File: src/rtl/rv32_fetch_pkg.sv
// Shared types and constants for the RV32I instruction fetch unit.
package rv32_fetch_pkg;
  localparam int          FETCH_XLEN  = 32;
  localparam int          INSTR_BYTES = 4;
  localparam logic [31:0] NOP_INSTR   = 32'h0000_0013;

  typedef struct packed {
    logic [FETCH_XLEN-1:0] pc;
    logic [31:0]           instr;
  } fetch_entry_t;
endpackage

File: src/rtl/rv32_fetch_fifo.sv
// Small power-of-2 FIFO with synchronous clear and occupancy output; head is
// the oldest entry and is only meaningful while count_o is non-zero.
module rv32_fetch_fifo #(
  parameter int  DEPTH = 4,
  parameter type T     = logic [31:0],
  localparam int CW    = $clog2(DEPTH + 1)
) (
  input  logic          clk,
  input  logic          rst_n,
  input  logic          clr_i,
  input  logic          push_i,
  input  T              push_dat_i,
  input  logic          pop_i,
  output T              head_o,
  output logic [CW-1:0] count_o
);
  localparam int AW = $clog2(DEPTH);

  T              mem_q [DEPTH];
  logic [AW-1:0] rd_ptr_q, wr_ptr_q;
  logic [CW-1:0] count_q;

  always_ff @(posedge clk or negedge rst_n) begin
    if (!rst_n) begin
      rd_ptr_q <= '0;
      wr_ptr_q <= '0;
      count_q  <= '0;
    end else if (clr_i) begin
      rd_ptr_q <= '0;
      wr_ptr_q <= '0;
      count_q  <= '0;
    end else begin
      if (push_i) wr_ptr_q <= wr_ptr_q + AW'(1);
      if (pop_i)  rd_ptr_q <= rd_ptr_q + AW'(1);
      count_q <= count_q + CW'(push_i) - CW'(pop_i);
    end
  end

  always_ff @(posedge clk) begin
    if (push_i && !clr_i) mem_q[wr_ptr_q] <= push_dat_i;
  end

  assign head_o  = mem_q[rd_ptr_q];
  assign count_o = count_q;
endmodule

File: src/rtl/rv32_fetch_unit.sv
// Pipelined instruction fetch with DEPTH-entry prefetch queue and redirect flush.
// Define RV_FETCH_BYPASS_EN to forward a response straight to decode when the queue is empty.
module rv32_fetch_unit
  import rv32_fetch_pkg::*;
#(
  parameter int               XLEN     = 32,
  parameter int               DEPTH    = 4,
  parameter logic [XLEN-1:0]  RESET_PC = '0
) (
  input  logic            clk,
  input  logic            rst_n,
  output logic            imem_req,
  output logic [XLEN-1:0] imem_addr,
  input  logic            imem_gnt,
  input  logic            imem_rvalid,
  input  logic [31:0]     imem_rdata,
  input  logic            redirect,
  input  logic [XLEN-1:0] redirect_pc,
  input  logic            halt,
  output logic            dec_valid,
  output logic [31:0]     dec_instr,
  output logic [XLEN-1:0] dec_pc,
  input  logic            dec_ready
);
  localparam int CW = $clog2(DEPTH + 1);

  logic [XLEN-1:0] fetch_pc_q, fetch_pc_d;
  logic [CW-1:0]   inflight_q, inflight_d;
  logic [CW-1:0]   discard_q, discard_d;
  logic [CW-1:0]   q_count, tag_count;
  logic [CW:0]     occupancy;
  logic [XLEN-1:0] tag_head;
  fetch_entry_t    q_head, q_in;
  logic            issue, live_rsp, bypass, q_push, q_pop;
  logic            unused_pc_bits;

  assign unused_pc_bits = ^redirect_pc[1:0];

  // Credit counts both queued entries and every outstanding request, discards included.
  assign occupancy = {1'b0, q_count} + {1'b0, inflight_q};
  assign imem_req  = rst_n && !halt && !redirect && (occupancy < (CW+1)'(DEPTH));
  assign imem_addr = fetch_pc_q;
  assign issue     = imem_req && imem_gnt;
  assign live_rsp  = imem_rvalid && (discard_q == '0) && !redirect;

`ifdef RV_FETCH_BYPASS_EN
  assign bypass = live_rsp && (q_count == '0);
`else
  assign bypass = 1'b0;
`endif

  assign q_push    = live_rsp && !(bypass && dec_ready);
  assign q_pop     = (q_count != '0) && dec_ready;
  assign dec_valid = (q_count != '0) || bypass;
  assign q_in      = '{pc: FETCH_XLEN'(tag_head), instr: imem_rdata};

  always_comb begin
    dec_instr = '0;
    dec_pc    = '0;
    if (q_count != '0) begin
      dec_instr = q_head.instr;
      dec_pc    = XLEN'(q_head.pc);
    end else if (bypass) begin
      dec_instr = imem_rdata;
      dec_pc    = tag_head;
    end
  end

  always_comb begin
    fetch_pc_d = fetch_pc_q;
    discard_d  = discard_q;
    inflight_d = inflight_q + CW'(issue) - CW'(imem_rvalid);
    if (issue) fetch_pc_d = fetch_pc_q + XLEN'(INSTR_BYTES);
    if (redirect) begin
      fetch_pc_d = {redirect_pc[XLEN-1:2], 2'b00};
      discard_d  = inflight_q - CW'(imem_rvalid);
    end else if (imem_rvalid && (discard_q != '0)) begin
      discard_d = discard_q - CW'(1);
    end
  end

  always_ff @(posedge clk or negedge rst_n) begin
    if (!rst_n) begin
      fetch_pc_q <= RESET_PC;
      inflight_q <= '0;
      discard_q  <= '0;
    end else begin
      fetch_pc_q <= fetch_pc_d;
      inflight_q <= inflight_d;
      discard_q  <= discard_d;
    end
  end

  rv32_fetch_fifo #(.DEPTH(DEPTH), .T(logic [XLEN-1:0])) u_tag_fifo (
    .clk        (clk),
    .rst_n      (rst_n),
    .clr_i      (redirect),
    .push_i     (issue),
    .push_dat_i (fetch_pc_q),
    .pop_i      (live_rsp),
    .head_o     (tag_head),
    .count_o    (tag_count)
  );

  rv32_fetch_fifo #(.DEPTH(DEPTH), .T(fetch_entry_t)) u_entry_q (
    .clk        (clk),
    .rst_n      (rst_n),
    .clr_i      (redirect),
    .push_i     (q_push),
    .push_dat_i (q_in),
    .pop_i      (q_pop),
    .head_o     (q_head),
    .count_o    (q_count)
  );

  a_rvalid_outstanding: assert property (@(posedge clk) disable iff (!rst_n)
    imem_rvalid |-> (inflight_q != '0));
  a_tag_tracks_live: assert property (@(posedge clk) disable iff (!rst_n)
    tag_count == (inflight_q - discard_q));
endmodule

File: config.mk
export PLATFORM = sky130hd
export DESIGN_NAME = rv32_fetch_unit
export DESIGN_NICKNAME = d
export VERILOG_FILES = /design/src/rtl/rv32_fetch_pkg.sv /design/src/rtl/rv32_fetch_fifo.sv /design/src/rtl/rv32_fetch_unit.sv
export SDC_FILE = /design/constraint.sdc
export NUM_CORES = 1
export LEC_CHECK = 0
export CAP_MARGIN = 20
export CELL_PAD_IN_SITES_DETAIL_PLACEMENT = 1
export CELL_PAD_IN_SITES_GLOBAL_PLACEMENT = 1
export CORE_ASPECT_RATIO = 1.1
export CORE_MARGIN = 5
export CORE_UTILIZATION = 53
export DETAILED_ROUTE_END_ITERATION = 10
export HOLD_SLACK_MARGIN = 0.06
export PLACE_DENSITY = 0.94
export SLEW_MARGIN = 40
export SYNTH_ARGS = -nofsm -noshare
export SYNTH_HDL_FRONTEND = slang
export SYNTH_SLANG_ARGS = --single-unit
File: constraint.sdc
create_clock -name clk -period 4.8 [get_ports clk]
set_input_delay 0.96 -clock clk [delete_from_list [all_inputs] [get_ports clk]]
set_output_delay 0.96 -clock clk [all_outputs]
set_load 0.05 [all_outputs]
==> metrics.md <==
| Metric | Value |
|---|---|
| Wire length of the first global-routing pass | between 60000 and 70000 um |
| CP max FO | 21 |
| EDFF count, synth | around 370 |
| Die ar. | approximately 0.035 mm^2 |
| Primary FF master, synth | edfxtp_1 |
| Largest net degree at the start of global routing | between 50 and 60 |
| Resized cells post-CTS | 0 |
| Cell-internal power | between 7 and 8 mW |
| Fill cell count | between 2000 and 3000 |
| Gr usage total | 0.236 |
| Status | complete, no violations |
| # IOs | 169 |
| Tmin final | 4.13 ns |
| TritonCTS clock tree | yes |
| Overflow after GRT | 0 |
| P_sw | approximately 3.5 mW |
| Hold Slack | 0.562 ns |
| Per-cell routed wire length | 26.3 um |
| CTS Hold Bufs | 0 |
| GPL Wtd Cong | about 0.8 |
| Layout cells sized above 1 | 0.173 |
| Slew Limit Fails | 0 |
| Initial antenna violation count | 0 |
| # rows | between 60 and 70 |
| Largest area contributor in the netlist | edfxtp_1 |
| Dpl hpwl | roughly 25000 um |
| Crit share post-route | 0.860 |
| Most frequent cells after synthesis | edfxtp_1, mux4_2, and2_1, dfrtp_1, nand2_1 |
| Share of power burned in registers | 0.403 |
| Cell variety after synth | 47 |
| Final Hold Viols | 0 |
| Clock sinks | approximately 420 |
| Worst setup SP type | register |
| Die height | 196 um |
| Unrepaired setup endpoints after global routing | false |
| Finished Core Util | 0.648 |
| Setup TNS | 0 ns |
| Sw Ratio | 0.323 |
| Core area | between 0.03 and 0.04 mm^2 |
| # DRC | 0 |
| DR vias/cell | 6.00 |
| PnR worst setup slack | around 0.67 ns |
| Hold path depth | 1 |
| Post-layout nets | between 1000 and 1500 |
| Dpl ws | 1.07 ns |
| Worst setup EP type | primary output |
| Via count | between 9000 and 10000 |
| Overall Power | 10.9 mW |
| Synth Instances | between 800 and 900 |
| Crit path required time | 3.84 ns |
| Area contributors post-synth | edfxtp_1, mux4_2, dfrtp_1, and2_1, ha_1 |
| Post-Syn Area per Cell | approximately 19 um^2 |
| Max_slew headroom | 0.463 |
| Worst skew pair latency | ~0.53 ns |
| Die width | between 150 and 200 um |
| Clock skew | 0.0130 ns |
| Maxcap violations | 0 |
| Max Fclk | 242 MHz |
| Slew @ Worst Pin | ~0.81 ns |
| Iter 0 DRT Violations | 642 |
| Logic pwr share | 0.287 |
| CP arrival | about 3.2 ns |
| Root Buffer | clkbuf_16 |
| TritonCTS buffer count | between 40 and 50 |
| Clock power share | 0.310 |
| Yosys top cell area share | 0.663 |
| Setup bufs post-CTS | 0 |
| Total Routed Length | ~40000 um |
| R2r worst-path depth | 10 |
| Quantity of I/O buffers inserted on ports | around 160 |
| Initial Utilization | 0.534 |
| Power Dens Cells | between 500 and 600 mW/mm^2 |
| CP Class | reg2out |
| CTS clk-pin slew, worst paths | 0.06 ns |
| Leakage power | ~6.6 nW |
| Final Setup Violations | 0 |
| Most frequent cell after synthesis | edfxtp_1 |
| Syn. warnings | 0 |
| Peak supply drop | roughly 340 uV |
| Number of global-route vias before repair | just over 10000 |
| H-tree Lvls | 2 |
| Async S/R FF share, synth | 0.113 |
| N_diodes | 0 |
| Sequential share of the synthesized area | 0.734 |
| DR pass1 iterations | 5 |
| Area grow syn2layout | 21.5% |
| Antenna violation net count after detailed routing | 0 |
| Post-synthesis register bit count | 415 |
| Longest Clk Path Bufs | 3 |
| HP Class | reg2reg |
| Synthesized cell area | 0.0167 mm^2 |
-- metal layers --
metal	global-route usage	share of wire	vias to the layer above	wire [um]
met5	0	0	-	0
met4	0.0702	0.030	0	1190
met3	0.0364	0.062	95	2500
met2	0.407	0.52	417	20900
met1	0.311	0.39	4746	15600
li1	-	-	3898	-
-- layout make-up --
| cell class | instances | area [um^2] | share of cell area |
|---|---|---|---|
| repair buffers | 180 | 1810 | 0.0894 |
| clock inverters | 25 | 280 | 0.0138 |
| multi-input cells | 413 | 4160 | 0.205 |
| clock buffers | 53 | 1160 | 0.0571 |
| flip-flops and latches | 415 | 12200 | 0.605 |
| well taps | 420 | 526 | 0.0260 |
| inverters | 20 | 75.1 | 0.00371 |
-- logic make-up (layout without fill, tap and decap cells) --
family          count (synthesis)  in the layout  share of synthesized area
buf+inv                        68            278                     0.0181
compound gates                 68             68                     0.0261
other cells                     1              4                   0.000225
fa+ha+maj                      21             21                     0.0167
mux                            95             95                      0.126
xor+xnor                       12             12                    0.00631
simple gates                  213            213                     0.0728
flops                         415            415                      0.734
-- critical path: stages, from the launching register on --
cell and delay (ns):
dfrtp_4 0.71, buf_4 0.45, mux4_2 0.57, and2_1 0.18
clkdlybuf4s50_1 0.70
-- power by group through the flow --
stage | Combinational, mW | Clock (mW) | Sequential [mW]
2_1_floorplan | 2.10 | 0 | 4.41
3_3_place_gp | 3.04 | 0 | 4.43
3_5_place_dp | 3.15 | 0 | 4.46
4_1_cts | 3.18 | 3.43 | 4.39
5_1_grt | 3.30 | 3.62 | 4.42
6_report | 3.12 | 3.37 | 4.39
-- layout by cell type, fill, tap and decap left out, types with 4 or more instances in the layout --
cell,synthesis,routed
nor3_1,7,7
nand2_1,43,43
buf_4,5,13
o21ai_0,7,7
conb_1,1,4
nand3_1,12,12
o311ai_1,5,5
clkdlybuf4s50_1,0,160
nor2b_1,4,4
xnor2_1,8,8
o21ai_1,17,17
o211ai_1,15,15
clkbuf_1,21,8
nand4_1,18,18
xor2_1,4,4
buf_12,0,5
mux4_2,92,92
clkinv_1,0,6
clkbuf_16,0,45
dfrtp_1,47,44
edfxtp_1,368,368
and2_1,75,71
nor2_1,26,25
bufinv_16,0,6
inv_1,19,19
nand3b_1,9,9
ha_1,19,19
clkinv_2,0,9
a21oi_1,10,10
-- path summary, 6_finish.rpt --
kind / from / to / slack (ns)
worst max-delay path: u_entry_q.rd_ptr_q[0]$_DFFE_PN0P_ / dec_instr[19] / 0.67
max in group asynchronous: rst_n / u_tag_fifo.rd_ptr_q[0]$_DFFE_PN0P_ / 3.67
min in group asynchronous: rst_n / imem_addr[25]$_DFFE_PN0P_ / 0.63
worst min-delay path: inflight_q[0]$_DFF_PN0_ / inflight_q[0]$_DFF_PN0_ / 0.56
worst min register to register: inflight_q[0]$_DFF_PN0_ / inflight_q[0]$_DFF_PN0_ / 0.56
worst max register to register: inflight_q[2]$_DFF_PN0_ / inflight_q[2]$_DFF_PN0_ / 1.66
-- state kept, by name (all words and copies together) (netlist names) --
signal and cells:
u_entry_q.mem_q 248, u_tag_fifo.mem_q 120, imem_addr 30, discard_q 3, inflight_q 3, u_entry_q.count_o 3
u_entry_q.rd_ptr_q 2, u_entry_q.wr_ptr_q 2, u_tag_fifo.rd_ptr_q 2, u_tag_fifo.wr_ptr_q 2
-- stage by stage --
stage	instances	area (um^2)
after floorplan	896	16700
after global placement	1448	18800
after detailed placement	1448	18800
after CTS	1526	20200
after global routing	1526	20200
final	1526	20200
Power figures use the tool's default switching activity.
